`src/rtl/bcd_conv_sequencer_pkg.sv`:
```
// Shared definitions for the sequential binary-to-BCD converter.
//   DIGIT_W    width of one packed BCD digit
//   state_t    converter FSM states (IDLE -> SHIFT -> DONE -> IDLE)
//   clog2()    bit-counter width helper (never returns less than 1)
//   max_bcd()  largest value representable in a given number of BCD digits
//   MAX_BCD    max_bcd() for the default eight-digit readout
package bcd_conv_sequencer_pkg;

  localparam int unsigned DIGIT_W = 4;

  typedef enum logic [1:0] {
    ST_IDLE  = 2'd0,
    ST_SHIFT = 2'd1,
    ST_DONE  = 2'd2
  } state_t;

  function automatic int unsigned clog2(input int unsigned v);
    int unsigned r;
    r = 1;
    while ((64'd1 << r) < 64'(v)) r++;
    return r;
  endfunction

  function automatic logic [63:0] max_bcd(input int unsigned digits);
    logic [63:0] p;
    p = 64'd1;
    for (int unsigned i = 0; i < digits; i++) p = p * 64'd10;
    return p - 64'd1;
  endfunction

  localparam logic [63:0] MAX_BCD = max_bcd(8);

endpackage

```
`src/rtl/bcd_conv_sequencer_digit_cell.sv`:
```
// One BCD digit of the double-dabble chain.
//   clk, rst_n  clock, asynchronous active-low reset
//   clr         clear the digit to 0 (new conversion)
//   shift_en    adjust (+3 when >= 5) and then shift left by one
//   sat         force the digit to 9 (saturated display value)
//   shift_in    bit shifted into the digit LSB
//   shift_out   adjusted MSB leaving towards the next digit
//   digit       current digit value
module bcd_digit_cell
  import bcd_conv_sequencer_pkg::*;
(
  input  logic               clk,
  input  logic               rst_n,
  input  logic               clr,
  input  logic               shift_en,
  input  logic               sat,
  input  logic               shift_in,
  output logic               shift_out,
  output logic [DIGIT_W-1:0] digit
);

  logic [DIGIT_W-1:0] digit_q;
  logic [DIGIT_W-1:0] adj;

  // The +3 adjust keeps every digit <= 12, so the 4-bit add cannot wrap.
  always_comb begin
    adj = digit_q;
    if (digit_q >= DIGIT_W'(5)) adj = digit_q + DIGIT_W'(3);
  end

  assign shift_out = adj[DIGIT_W-1];
  assign digit     = digit_q;

  always_ff @(posedge clk or negedge rst_n) begin
    if (!rst_n) begin
      digit_q <= '0;
    end else if (clr) begin
      digit_q <= '0;
    end else if (sat) begin
      digit_q <= DIGIT_W'(9);
    end else if (shift_en) begin
      digit_q <= {adj[DIGIT_W-2:0], shift_in};
    end
  end

endmodule

```
`src/rtl/bcd_conv_sequencer.sv`:
```
// Sequential binary-to-BCD converter for the frequency counter readout.
// Converts one bit per clock (double dabble); result is ready BIN_W edges
// after the input handshake.
//   clk, rst_n          clock, asynchronous active-low reset
//   bin/in_valid/in_ready   input count handshake (in_ready registered)
//   abort               synchronous discard of the conversion in flight
//   bcd/out_valid/out_ready output digits handshake; bcd[3:0] = ones
//   ovf                 input exceeded 10^DIGITS-1 (tied 0 unless enabled)
//   busy                high while in SHIFT or DONE
// Build option: define BCD_OVF_SAT_EN to register the overflow flag and
// saturate the displayed value to all 9s on overflow.
module bcd_conv_sequencer
  import bcd_conv_sequencer_pkg::*;
#(
  parameter int unsigned BIN_W  = 27,
  parameter int unsigned DIGITS = 8
) (
  input  logic                        clk,
  input  logic                        rst_n,
  input  logic [BIN_W-1:0]            bin,
  input  logic                        in_valid,
  output logic                        in_ready,
  input  logic                        abort,
  output logic [DIGIT_W*DIGITS-1:0]   bcd,
  output logic                        out_valid,
  input  logic                        out_ready,
  output logic                        ovf,
  output logic                        busy
);

  localparam int unsigned        CNT_W    = clog2(BIN_W);
  localparam logic [CNT_W-1:0]   CNT_LAST = CNT_W'(BIN_W - 1);

  state_t             state_q, state_d;
  logic [CNT_W-1:0]   cnt_q, cnt_d;
  logic [BIN_W-1:0]   sr_q, sr_d;
  logic               in_ready_q;
  logic               out_valid_q;
  logic               accept;
  logic               clr;
  logic               shift_en;
  logic               last;
  logic               sat;

  // abort overrides every handshake and freezes the digit registers.
  always_comb begin
    state_d  = state_q;
    cnt_d    = cnt_q;
    sr_d     = sr_q;
    accept   = 1'b0;
    clr      = 1'b0;
    shift_en = 1'b0;
    last     = 1'b0;
    if (abort) begin
      state_d = ST_IDLE;
    end else begin
      case (state_q)
        ST_IDLE: begin
          if (in_valid && in_ready_q) begin
            accept  = 1'b1;
            clr     = 1'b1;
            sr_d    = bin;
            cnt_d   = CNT_LAST;
            state_d = ST_SHIFT;
          end
        end
        ST_SHIFT: begin
          shift_en = 1'b1;
          sr_d     = sr_q << 1;
          cnt_d    = cnt_q - CNT_W'(1);
          if (cnt_q == '0) begin
            last    = 1'b1;
            state_d = ST_DONE;
          end
        end
        ST_DONE: begin
          if (out_ready) state_d = ST_IDLE;
        end
        default: state_d = ST_IDLE;
      endcase
    end
  end

  always_ff @(posedge clk or negedge rst_n) begin
    if (!rst_n) begin
      state_q     <= ST_IDLE;
      cnt_q       <= '0;
      sr_q        <= '0;
      in_ready_q  <= 1'b0;
      out_valid_q <= 1'b0;
    end else begin
      state_q     <= state_d;
      cnt_q       <= cnt_d;
      sr_q        <= sr_d;
      in_ready_q  <= (state_d == ST_IDLE);
      out_valid_q <= (state_d == ST_DONE);
    end
  end

`ifdef BCD_OVF_SAT_EN
  localparam logic [63:0] MAX_VAL = max_bcd(DIGITS);
  logic ovf_q;

  always_ff @(posedge clk or negedge rst_n) begin
    if (!rst_n) begin
      ovf_q <= 1'b0;
    end else if (accept) begin
      ovf_q <= (64'(bin) > MAX_VAL);
    end
  end

  // Saturation replaces the final shift so DONE shows all 9s.
  assign sat = last & ovf_q;
  assign ovf = ovf_q;
`else
  assign sat = 1'b0;
  assign ovf = 1'b0;
`endif

  logic [DIGITS-1:0] chain;
  logic              top_carry_unused;

  assign chain[0] = sr_q[BIN_W-1];

  for (genvar g = 0; g < DIGITS; g++) begin : g_digit
    if (g == DIGITS - 1) begin : g_top
      bcd_digit_cell u_cell (
        .clk       (clk),
        .rst_n     (rst_n),
        .clr       (clr),
        .shift_en  (shift_en),
        .sat       (sat),
        .shift_in  (chain[g]),
        .shift_out (top_carry_unused),
        .digit     (bcd[g*DIGIT_W +: DIGIT_W])
      );
    end else begin : g_mid
      bcd_digit_cell u_cell (
        .clk       (clk),
        .rst_n     (rst_n),
        .clr       (clr),
        .shift_en  (shift_en),
        .sat       (sat),
        .shift_in  (chain[g]),
        .shift_out (chain[g+1]),
        .digit     (bcd[g*DIGIT_W +: DIGIT_W])
      );
    end
  end

  assign in_ready  = in_ready_q;
  assign out_valid = out_valid_q;
  assign busy      = (state_q == ST_SHIFT) || (state_q == ST_DONE);

endmodule
```
`config.mk`:
```
export PLATFORM = sky130hd
export DESIGN_NAME = bcd_conv_sequencer
export DESIGN_NICKNAME = d
export VERILOG_FILES = /design/src/rtl/bcd_conv_sequencer_pkg.sv /design/src/rtl/bcd_conv_sequencer_digit_cell.sv /design/src/rtl/bcd_conv_sequencer.sv
export SDC_FILE = /design/constraint.sdc
export NUM_CORES = 1
export LEC_CHECK = 0
export ABC_AREA = 1
export CAP_MARGIN = 20
export CORE_ASPECT_RATIO = 1.75
export CORE_MARGIN = 1
export CORE_UTILIZATION = 50
export DETAILED_ROUTE_END_ITERATION = 10
export HOLD_SLACK_MARGIN = 0.06
export PLACE_DENSITY_LB_ADDON = 0.25
export REMOVE_ABC_BUFFERS = 1
export SLEW_MARGIN = 20
export SYNTH_ARGS = -nofsm -noshare
export SYNTH_HDL_FRONTEND = slang
export SYNTH_HIERARCHICAL = 1
export SYNTH_SLANG_ARGS = --single-unit
```
`constraint.sdc`:
```
create_clock -name clk -period 3.7 [get_ports clk]
set_input_delay 1.11 -clock clk [delete_from_list [all_inputs] [get_ports clk]]
set_output_delay 1.11 -clock clk [all_outputs]
set_load 0.03 [all_outputs]
```
==> impl_metrics.env, run 1 <==
export IMPL_design_area_sq_mm=0.005508
export IMPL_track_usage_pct=21.04
export IMPL_diodes=0
export IMPL_antenna_found_initial=0
export IMPL_grt_pass1_vias=3672
export IMPL_fp_dieW_microns=72.56
export IMPL_required_ns=2.59
export IMPL_dpl_cell_area_sq_mm=0.005181
export IMPL_wl_per_cell_microns=10.74
export IMPL_clock_sinks=68
export IMPL_startpoint_type="flop"
export IMPL_worst_pin_slew_ns=0.8593
export IMPL_n_fill_cell=763
export IMPL_die_h_microns=125.5
export IMPL_syn_area_sq_mm=0.004357
export IMPL_start_util_pct=52.06
export IMPL_cp_max_fo=3
export IMPL_cts_hold_buffers_added=0
export IMPL_first_iter_violations=167
export IMPL_fin_skew_ns=0.004640
export IMPL_endpoint_kind="primary output"
export IMPL_cts_resized=0
export IMPL_power_density_mw_per_mm2=625.5
export IMPL_run_status="finished, final reports clean"
export IMPL_relSlewSlack_pct=42.72
export IMPL_setup_tns_ns=0
export IMPL_core_area_sq_mm=0.008368
export IMPL_final_nets=733
export IMPL_vdd_ir_drop_worst_v=0.0003603
export IMPL_cts_made_buffers=9
export IMPL_die_area_sq_mm=0.009105
export IMPL_setup_viol=0
export IMPL_pre_cts_ws_ns=0.9348
export IMPL_hold_viol=0
export IMPL_detail_route_vias_per_cell=4.902
export IMPL_drtAntennaViolNets=0
export IMPL_worst_setup_path_type="flop to primary output"
export IMPL_synth_avg_cell_area_sq_um=7.512
export IMPL_portBuffers=66
export IMPL_drtPass1Iterations=4
export IMPL_io_pin_count=68
export IMPL_vias=3917
export IMPL_fin_ws_ns=0.8454
export IMPL_rows=44
export IMPL_syn2layout_area_growth_pct=26.42
export IMPL_cts_tree="done"
export IMPL_period_needed_ns=2.855
export IMPL_hpwl_microns=6081
export IMPL_hp_class="flop to flop"
export IMPL_synthCells=580
export IMPL_arrival_ns=1.74
export IMPL_wl_microns=8580
export IMPL_root_buffer="clkbuf_16"
export IMPL_cts_path_max_buffers=2
export IMPL_grt_ovfl_total=0
export IMPL_gp_congestion=0.8552
export IMPL_totalPowerFinal_w=0.003445
export IMPL_htreeDepth=3
export IMPL_drc=0
export IMPL_insertion_delay_ns=0.33
export IMPL_cts_setup_buffers=0
export IMPL_grt_setup_unrepaired="false"
export IMPL_p_leak_nw=2.752
export IMPL_fin_hold_ws_ns=0.4789
export IMPL_clkTransAtPathRegs_ns=0.06
export IMPL_yosysWarnings=6
export IMPL_maxCapViolCount=0
export IMPL_drive_above_1_share_pct=8.333
export IMPL_grt_first_pass_wirelength_microns=15440
export IMPL_period_share_pct=77.15
export IMPL_slew_violations=0
export IMPL_grt_max_degree=69
export IMPL_max_freq_mhz=350.3
==> cells in the final DEF, fill, tap and decap left out, drive strengths merged <==
cell type / instances
nand3b: 2
conb: 33
nor2: 26
nor3b: 8
clkdlybuf4s50: 65
clkinv: 1
dfrtp: 68
ha: 22
inv: 73
nor3: 8
a21oi: 2
xor2: 1
clkinvlp: 3
bufinv: 2
clkbuf: 10
nand4: 16
buf: 4
o21bai: 16
nand2: 226
nand3: 33
o21ai: 65
==> worst max-delay path, stage by stage, from the launching register on <==
cell             delay [ns]
dfrtp_1                0.38
inv_1                  0.09
ha_1                   0.28
clkdlybuf4s50_1        0.66
==> power by group <==
group | switching, W | internal [W] | leakage (nW)
logic | 0.000821 | 0.000531 | 1.74
clock network | 0.000320 | 0.000606 | 0.151
registers | 0.000173 | 0.000993 | 0.862
==> final cells by class <==
class	instances	area, sq um	share of cell area [%]
Multi-Input combinational cell	458	2381	43.23
Inverter	73	276.5	5.020
Clock buffer	10	239.0	4.339
Sequential cell	68	1702	30.90
Clock inverter	6	87.58	1.590
Tap cell	115	143.9	2.612
Timing Repair Buffer	69	678.2	12.31
==> sequential cells by signal, indices dropped and copies added (netlist names) <==
signal,cells
sr_q,27
g_digit.g_top.u_cell/digit,4
cnt_q,5
out_valid,1
state_q,2
in_ready,1
g_digit.g_mid.u_cell/digit,28
==> path summary, 6_finish.rpt <==
| path | end | cells after the start | start | slack [ns] |
|---|---|---|---|---|
| min reg2reg | sr_q[26]$_DFFE_PN0P_ | 2 | sr_q[26]$_DFFE_PN0P_ | 0.48 |
| min | sr_q[26]$_DFFE_PN0P_ | 2 | sr_q[26]$_DFFE_PN0P_ | 0.48 |
| max | busy | 3 | state_q[0]$_DFF_PN0_ | 0.85 |
| min in group asynchronous | g_digit[6].g_mid.u_cell/digit[2]$_DFFE_PN0P_ | 2 | rst_n | 0.96 |
| max in group asynchronous | g_digit[3].g_mid.u_cell/digit[2]$_DFFE_PN0P_ | 2 | rst_n | 2.16 |
| max reg2reg | g_digit[7].g_top.u_cell/digit[2]$_DFFE_PN0P_ | 8 | state_q[1]$_DFF_PN0_ | 1.29 |
==> routing by layer <==
| metal | wire, microns | track usage, % |
|---|---|---|
| met4 | 196 | 9.919 |
| met1 | 3527 | 23.72 |
| met5 | 0 | 0 |
| met3 | 253 | 3.223 |
| met2 | 4603 | 37.66 |
==> per-stage QoR <==
step	util (%)	cells
after global placement	61.92	783
after global routing	65.82	799
after floorplan	-	599
after detailed placement	61.92	783
final	65.82	799
after CTS	65.82	799
(Power assumes the default switching activity.)
==> run 2: changes to the inputs <==
Clock period 3.7 ns to 2.9 ns, I/O delays scaled along.
==> impl_metrics.env, run 2 (synthesized netlist as in run 1, its figures left out) <==
export IMPL_dpl_cell_area_sq_mm=0.005229
export IMPL_worst_setup_path_type="flop to primary output"
export IMPL_track_usage_pct=21.41
export IMPL_whs_path_depth=2
export IMPL_fp_dieW_microns=72.56
export IMPL_cts_made_buffers=9
export IMPL_hpwl_microns=6415
export IMPL_design_area_sq_mm=0.005527
export IMPL_root_buffer="clkbuf_16"
export IMPL_p_leak_nw=2.766
export IMPL_grt_max_degree=53
export IMPL_period_needed_ns=2.590
export IMPL_antenna_found_initial=0
export IMPL_cts_setup_buffers=0
export IMPL_hp_class="flop to flop"
export IMPL_cts_hold_buffers_added=0
export IMPL_endpoint_kind="primary output"
export IMPL_r2r_cells=8
export IMPL_hold_viol=0
export IMPL_core_area_sq_mm=0.008368
export IMPL_final_nets=736
export IMPL_grt_pass1_vias=3809
export IMPL_run_status="finished, final reports clean"
export IMPL_max_freq_mhz=386.2
export IMPL_clkTransAtPathRegs_ns=0.05
export IMPL_top_regs="g_digit.g_mid.u_cell/digit x28, sr_q x27, cnt_q x5"
export IMPL_worst_pin_slew_ns=0.5362
export IMPL_cp_max_fo=3
export IMPL_drc=0
export IMPL_cts_path_max_buffers=2
export IMPL_startpoint_type="flop"
export IMPL_die_h_microns=125.5
export IMPL_final_cell_mix="221 x nand2_1, 71 x inv_1, 68 x dfrtp_1"
export IMPL_grt_setup_unrepaired="false"
export IMPL_portBuffers=66
export IMPL_setup_tns_ns=0
export IMPL_crit_chain="inv_1 > ha_1 > clkdlybuf4s50_1"
export IMPL_slowest_delay_ns=0.66
export IMPL_top_register="g_digit.g_mid.u_cell/digit"
export IMPL_power_density_mw_per_mm2=783.2
export IMPL_vias=3886
export IMPL_syn2layout_area_growth_pct=26.85
export IMPL_period_share_pct=89.30
export IMPL_relSlewSlack_pct=64.25
export IMPL_fin_skew_ns=0.005934
export IMPL_maxCapViolCount=0
export IMPL_gp_congestion=0.8354
export IMPL_n_fill_cell=759
export IMPL_cts_tree="done"
export IMPL_vdd_ir_drop_worst_v=0.0004635
export IMPL_first_iter_violations=185
export IMPL_grt_ovfl_total=0
export IMPL_start_util_pct=52.06
export IMPL_stdcell_count=802
export IMPL_crit_slowest_cell="clkdlybuf4s50_1"
export IMPL_largest_reg_flops=28
export IMPL_required_ns=2.03
export IMPL_slew_violations=0
export IMPL_clock_sinks=68
export IMPL_die_area_sq_mm=0.009105
export IMPL_htreeDepth=3
export IMPL_drtAntennaViolNets=0
export IMPL_arrival_ns=1.72
export IMPL_drive_above_1_share_pct=8.151
export IMPL_cts_resized=0
export IMPL_dp_cells=786
export IMPL_detail_route_vias_per_cell=4.845
export IMPL_grt_first_pass_wirelength_microns=15520
export IMPL_fin_util_pct=66.04
export IMPL_diodes=0
export IMPL_insertion_delay_ns=0.33
export IMPL_rows=44
export IMPL_drtPass1Iterations=4
export IMPL_wl_microns=8683
export IMPL_setup_viol=0
export IMPL_wl_per_cell_microns=10.83
export IMPL_io_pin_count=68
export IMPL_final_common_cell="nand2_1"
run 2: per-stage QoR:
stage                     power, W  setup slack, ns  hold WS (ns)
after floorplan           0.002705          -0.1938        0.4492
after global placement    0.003192           0.4083        0.4715
after detailed placement  0.003263           0.3593        0.4677
after CTS                 0.004378           0.2957        0.4826
after global routing      0.004679           0.2117        0.5297
final                     0.004328           0.3103        0.4826
run 2: final cells by class:
class / instances / area, sq um / area share (%)
Clock buffer: 15 / 267.8 / 4.845
Clock inverter: 1 / 30.03 / 0.5434
Inverter: 73 / 276.5 / 5.003
Multi-Input combinational cell: 458 / 2381 / 43.08
Sequential cell: 68 / 1702 / 30.79
Tap cell: 115 / 143.9 / 2.604
Timing Repair Buffer: 72 / 725.7 / 13.13
run 2: path summary, 6_finish.rpt:
path,startpoint,end,slack [ns]
max,state_q[0]$_DFF_PN0_,busy,0.31
min,sr_q[25]$_DFFE_PN0P_,sr_q[25]$_DFFE_PN0P_,0.48
max reg2reg,state_q[1]$_DFF_PN0_,g_digit[6].g_mid.u_cell/digit[1]$_DFFE_PN0P_,0.87
min reg2reg,sr_q[25]$_DFFE_PN0P_,sr_q[25]$_DFFE_PN0P_,0.48
max in group asynchronous,rst_n,g_digit[1].g_mid.u_cell/digit[0]$_DFFE_PN0P_,1.89
min in group asynchronous,rst_n,g_digit[6].g_mid.u_cell/digit[3]$_DFFE_PN0P_,0.55
run 2: worst max-delay path, delay by kind of cell (launching register included):
family	cells	cell delay, ns
buffers and inverters	2	0.75
flip-flops	1	0.37
adder cells (fa/ha/maj)	1	0.27
run 2: where the power goes:
group          internal (W)  switching [W]  total, W
clock              0.000713       0.000373   0.00109
sequential          0.00127       0.000215   0.00148
combinational      0.000697        0.00106   0.00176
total               0.00268        0.00165   0.00433
run 2: per-layer routing:
metal	global-route usage (%)	vias to the layer above	share of wire, %
li1	-	2027	-
met1	22.57	1781	41
met2	39.97	65	55
met3	4.351	13	2.1
met4	8.535	0	2.3
met5	0	-	0
